$ cat src/rtl/mips_enc_pkg.sv
// Shared sizes, output-slot payload and helpers for the pending encoder.
//   N_LINES  number of request lines
//   IDX_W    index width
//   CNT_W    pending-count width (must hold 0..N_LINES)
package mips_enc_pkg;

  localparam int unsigned N_LINES = 32;
  localparam int unsigned IDX_W   = 5;
  localparam int unsigned CNT_W   = 6;

  // Contents of the output slot presented to the consumer.
  typedef struct packed {
    logic               valid;
    logic [IDX_W-1:0]   idx;
    logic [N_LINES-1:0] onehot;
  } slot_t;

  // 5-bit index to 32-bit one-hot.
  function automatic logic [N_LINES-1:0] onehot5(input logic [IDX_W-1:0] idx);
    return N_LINES'(1) << idx;
  endfunction

  // Number of set bits in a request-line vector.
  function automatic logic [CNT_W-1:0] popcount32(input logic [N_LINES-1:0] v);
    logic [CNT_W-1:0] cnt;
    cnt = '0;
    for (int unsigned i = 0; i < N_LINES; i++) begin
      cnt = cnt + CNT_W'(v[i]);
    end
    return cnt;
  endfunction

endpackage

$ cat src/rtl/priority_pick_32.sv
// Combinational find-first-set over 32 bits, searching upward from a start
// index and wrapping 31 -> 0.
//   vec    in   32  candidate bits
//   start  in   5   first position examined
//   found  out  1   at least one bit of vec is set
//   idx    out  5   first set position at or after start (0 when !found)
module priority_pick_32
  import mips_enc_pkg::*;
(
  input  logic [N_LINES-1:0] vec,
  input  logic [IDX_W-1:0]   start,
  output logic               found,
  output logic [IDX_W-1:0]   idx
);

  // The 5-bit sum wraps naturally, giving the modulo-32 search order.
  always_comb begin
    found = 1'b0;
    idx   = '0;
    for (int unsigned k = 0; k < N_LINES; k++) begin
      if (!found && vec[start + IDX_W'(k)]) begin
        found = 1'b1;
        idx   = start + IDX_W'(k);
      end
    end
  end

endmodule

$ cat src/rtl/pending_encoder_32to5.sv
// Collects multi-hot request pulses into a pending set and serialises the set
// one index per accepted transfer through a valid/ready output slot.
//   clk        in   1   clock
//   rst_n      in   1   synchronous active-low reset
//   req_i      in   32  request pulses, bit k sets pending[k]
//   ready_i    in   1   consumer accepts the slot this cycle
//   valid_o    out  1   slot holds a granted index
//   idx_o      out  5   granted index
//   onehot_o   out  32  one-hot of idx_o while valid_o, else 0
//   pending_o  out  32  pending set, excluding the slot's bit
//   count_o    out  6   popcount(pending_o)
// Build option: define ROUND_ROBIN_EN for a round-robin search starting after
// the last granted index; otherwise lowest index wins.
module pending_encoder_32to5
  import mips_enc_pkg::*;
(
  input  logic               clk,
  input  logic               rst_n,
  input  logic [N_LINES-1:0] req_i,
  input  logic               ready_i,
  output logic               valid_o,
  output logic [IDX_W-1:0]   idx_o,
  output logic [N_LINES-1:0] onehot_o,
  output logic [N_LINES-1:0] pending_o,
  output logic [CNT_W-1:0]   count_o
);

  localparam logic [0:0] ST_IDLE  = 1'b0;
  localparam logic [0:0] ST_GRANT = 1'b1;

  logic [0:0]         state;
  logic [0:0]         state_next;
  logic [N_LINES-1:0] pending;
  logic [N_LINES-1:0] pending_next;
  logic [N_LINES-1:0] load_mask;
  logic [CNT_W-1:0]   count_next;
  slot_t              slot_next;
  logic               fire;
  logic               load;
  logic               pick_found;
  logic [IDX_W-1:0]   pick_idx;
  logic [IDX_W-1:0]   pick_start;

`ifdef ROUND_ROBIN_EN
  logic [IDX_W-1:0] rr_last;

  // Search begins just after the previous winner.
  assign pick_start = rr_last + IDX_W'(1);

  always_ff @(posedge clk) begin
    if (!rst_n) begin
      rr_last <= IDX_W'(N_LINES - 1);
    end else if (load) begin
      rr_last <= pick_idx;
    end
  end
`else
  assign pick_start = '0;
`endif

  priority_pick_32 u_pick (
    .vec   (pending),
    .start (pick_start),
    .found (pick_found),
    .idx   (pick_idx)
  );

  // Next-state, slot and pending-set computation.
  always_comb begin
    state_next       = state;
    slot_next.valid  = valid_o;
    slot_next.idx    = idx_o;
    slot_next.onehot = onehot_o;
    load_mask        = '0;
    load             = 1'b0;
    fire             = valid_o & ready_i;

    case (state)
      ST_IDLE: begin
        if (pick_found) load = 1'b1;
      end
      ST_GRANT: begin
        if (fire) begin
          if (pick_found) begin
            load = 1'b1;
          end else begin
            // Slot drains; idx_o keeps its last value.
            state_next       = ST_IDLE;
            slot_next.valid  = 1'b0;
            slot_next.onehot = '0;
          end
        end
      end
      default: state_next = ST_IDLE;
    endcase

    if (load) begin
      state_next       = ST_GRANT;
      slot_next.valid  = 1'b1;
      slot_next.idx    = pick_idx;
      slot_next.onehot = onehot5(pick_idx);
      load_mask        = onehot5(pick_idx);
    end

    // A new request for the bit being loaded re-arms it (set wins).
    pending_next = (pending & ~load_mask) | req_i;
    count_next   = popcount32(pending_next);
  end

  // State, slot and pending registers.
  always_ff @(posedge clk) begin
    if (!rst_n) begin
      state    <= ST_IDLE;
      pending  <= '0;
      count_o  <= '0;
      valid_o  <= 1'b0;
      idx_o    <= '0;
      onehot_o <= '0;
    end else begin
      state    <= state_next;
      pending  <= pending_next;
      count_o  <= count_next;
      valid_o  <= slot_next.valid;
      idx_o    <= slot_next.idx;
      onehot_o <= slot_next.onehot;
    end
  end

  assign pending_o = pending;

endmodule

$ cat config.mk
export PLATFORM = sky130hd
export DESIGN_NAME = pending_encoder_32to5
export DESIGN_NICKNAME = d
export VERILOG_FILES = /design/src/rtl/mips_enc_pkg.sv /design/src/rtl/priority_pick_32.sv /design/src/rtl/pending_encoder_32to5.sv
export SDC_FILE = /design/constraint.sdc
export NUM_CORES = 1
export LEC_CHECK = 0
export CORE_UTILIZATION = 49
export DETAILED_ROUTE_END_ITERATION = 8
export MAX_ROUTING_LAYER = met4
export PLACE_DENSITY_LB_ADDON = 0.25
export SYNTH_ARGS = -nofsm -noshare
export SYNTH_HDL_FRONTEND = slang
export SYNTH_SLANG_ARGS = --single-unit
export TNS_END_PERCENT = 5
$ cat constraint.sdc
create_clock -name clk -period 8.24 [get_ports clk]
set_clock_uncertainty 0.2 [all_clocks]
set_input_delay 1.648 -clock clk [delete_from_list [all_inputs] [get_ports clk]]
set_output_delay 1.648 -clock clk [all_outputs]
set_load 0.05 [all_outputs]
==> results.json <==
{
  "status": "complete, no violations",
  "regArea_mm2": 0.00154,
  "synth_area_mm2": 0.00418,
  "gr-usage-all-layers_pct": 29.0,
  "crit_fanout": 14,
  "grt_pass1_vias": 3867,
  "num_vias": 4030,
  "critPathCaptureType": "register",
  "clockPowerShare_pct": 17.9,
  "drt_iter0_drc": 343,
  "cts_setup_buffers": 0,
  "fillCellCount": 676,
  "gp_congestion": 0.959,
  "drive_gt1_share_pct": 7.65,
  "die_width_um": 94.4,
  "first_pass_iters": 5,
  "slowest_delay_ns": 0.72,
  "clockRootBuffer": "clkbuf_8",
  "yosys.area_share.simple_pct": 20.7,
  "critPathKind": "reg -> reg",
  "grt_overflow": 0,
  "synth_xor_area_share_pct": 0.419,
  "htreeDepth": 3,
  "power_mw": 1.60,
  "ys_types": 50,
  "yosysSeqAreaShare_pct": 36.9,
  "critPathLaunch": "pending_o[0]$_SDFF_PN0_",
  "slew_viol_final": 0,
  "yosys_warnings": 0,
  "min_path_type": "reg -> reg",
  "period_minus_slack_ns": 7.66,
  "cts_hold_buf": 0,
  "comb_power_share_pct": 54.9,
  "hold_viol_final": 0,
  "cts.clk_slew.worst_paths_ns": 0.08,
  "io_buffers": 110,
  "multiInputGateArea_mm2": 0.00244,
  "crit_path_frequent_cell": "fa_1",
  "fp.dieArea_mm2": 0.00891,
  "fin_area_mm2": 0.00559,
  "die_h_um": 94.4,
  "routed.top_layer": "met4",
  "cts_resized": 0,
  "fin_nets": 662,
  "wl_met2_um": 5590,
  "cts_tree": "yes",
  "start_util_pct": 50.7,
  "worstHoldStart": "onehot_o[21]$_SDFFE_PN0P_",
  "antenna_found_initial": 0,
  "syn_to_final_growth_pct": 33.7,
  "p_per_area_mw_per_mm2": 285,
  "wl_met1_um": 5280,
  "grt_pass1_wl_um": 19000,
  "grt_max_degree": 55,
  "io_pins": 111,
  "wl_per_cell_um": 16.8,
  "netSwitchingFraction_pct": 41.8,
  "drt-total-wl_um": 11800,
  "cpMaxStageDelayCell": "or4_1",
  "drcViolationCount": 0,
  "tns_ns": 0,
  "crit-reg2reg-launch": "pending_o[0]$_SDFF_PN0_",
  "timing.fmax_mhz": 130,
  "relSlewSlack_pct": 31.2,
  "synth_fp_nets": 552,
  "hpwl_um": 9020,
  "rsz0062_at_grt": "false",
  "placed_cell_area_mm2": 0.00540,
  "synth_compound_area_share_pct": 23.6,
  "fin_crit_sh_pct": 93.0,
  "syn_inst": 486,
  "cts.sinks": 77,
  "avgSynthCellArea_um2": 8.61,
  "wl_met3_um": 828,
  "core_area_mm2": 0.00826,
  "fp-row-count": 33,
  "setup_viol": 0,
  "fin_hold_ws_ns": 0.254,
  "ant_nets": 0,
  "worst-r2r-setup-slack_ns": 0.58,
  "worst_pin_slew_ns": 1.03,
  "p_sw_mw": 0.667,
  "vias_per_cell": 5.71,
  "clock_tree.buffer_depth": 2,
  "cp_data_required_time_ns": 8.29,
  "p_seq_share_pct": 27.2,
  "muxShareOfSynthArea_pct": 0,
  "cts-buffers-inserted": 9,
  "final_common_cell": "clkdlybuf4s50_1",
  "startpoint_type": "register",
  "crit_chain": "or4_1, nor4_4, nand2_2, nor3_4, nor2_2, a21o_1, o31ai_1, fa_1, inv_1, fa_1, fa_1, fa_1, fa_1, inv_1, fa_1, inv_1, ha_1, fa_1, a21o_1, a21oi_1, xnor2_1, and2_1",
  "final_cell_mix": "clkdlybuf4s50_1 (110), dfxtp_1 (77), nand2_1 (59)",
  "synthAdderAreaFrac_pct": 13.6,
  "arrival_ns": 7.72,
  "synth_seq_cells": 77,
  "clk_latency_ns": 0.36,
  "drv_cap": 0,
  "ir_worst_vdd_uv": 463,
  "antennaDiodeCount": 0,
  "synth_top_family_by_area": "compound AO/OA/AOI/OAI gates",
  "power_leakage_nw": 2.15,
  "internal_power_mw": 0.930
}
==> layer usage <==
layer	global-route usage (%)	vias to the layer above
met1	37.7	1878
met2	46.4	202
met4	8.85	0
li1	-	1934
met5	-	-
met3	4.99	16
==> metrics by stage <==
step,worst slack (ns),instances,utilization [%]
2_1_floorplan,0.946,486,-
3_3_place_gp,0.419,690,65.4
3_5_place_dp,0.303,690,65.4
4_1_cts,0.600,706,67.7
5_1_grt,0.218,706,67.7
6_report,0.576,706,67.7
==> Yosys cell counts (all sizes together) <==
master   number  share of area, %
o211a         3              0.72
a2111oi       1              0.24
inv          31               2.8
clkbuf       15               1.3
dfxtp        77                37
o311a         9               2.2
ha            7               2.1
nor3          9               1.3
fa           24                11
a211o         2              0.42
o31ai        11               2.0
or3           4              0.60
o21bai        1              0.18
a311o         1              0.24
a211oi        2              0.78
and3          2              0.30
nand4         3              0.45
xnor2         1              0.21
o31a          4              0.84
buf           5              0.69
o22ai         3              0.45
o211ai        1              0.18
and2          7               1.0
o21a          6               1.1
a31oi         5              0.75
or2          14               2.1
or4           5              0.90
nor3b         2              0.36
xor2          1              0.21
a21o          9               1.6
o21ai        57               6.8
nor4         12               2.3
nor2         34               3.1
nor2b         8               1.2
nand4b        1              0.21
a21oi        36               4.3
a2bb2oi       1              0.36
nand2        60               5.4
nand3         5              0.60
nand2b        5              0.75
o221a         2              0.54
==> layout make-up <==
class	instances	share of cell area, %
Timing Repair Buffer	119	20.9
Inverter	31	2.08
Tap cell	105	2.35
Clock buffer	11	2.35
Multi-Input combinational cell	358	43.7
Clock inverter	5	1.07
Sequential cell	77	27.6
==> power by group through the flow <==
stage                     logic [mW]  clock network (mW)  registers [mW]
after floorplan                0.577                   0           0.538
after global placement         0.864                   0           0.442
after detailed placement       0.883                   0           0.443
after CTS                      0.887               0.287           0.434
after global routing            1.02               0.301           0.439
final                          0.877               0.285           0.435
==> cell families after synthesis <==
kind of cell / after synthesis
DFF: 77
buffers and inverters: 51
AOI/OAI and AO/OA: 154
and+or+nand+nor: 171
adders and majority gates: 31
xor gates and xnor gates: 2
==> final timing paths <==
path | depth (start not counted) | endpoint
setup / recovery | 22 | count_o[4]$_SDFF_PN0_
hold / removal | 2 | onehot_o[21]$_SDFFE_PN0P_
setup reg to reg | 22 | count_o[4]$_SDFF_PN0_
hold reg to reg | 2 | onehot_o[21]$_SDFFE_PN0P_
==> state kept, by name, summed over array words and instances, names as in the netlist <==
| signal | cells |
|---|---|
| idx_o | 5 |
| pending_o | 32 |
| state | 1 |
| count_o | 6 |
| valid_o | 1 |
| onehot_o | 32 |
==> critical path: cells and delay by family, from the launching register on <==
kind	cells	cell delay (ns)
fa+ha+maj	8	3.60
compound gates	4	1.12
simple gates	6	1.95
buf+inv	3	0.20
flops	1	0.39
xor+xnor	1	0.08
(Power assumes the default switching activity.)
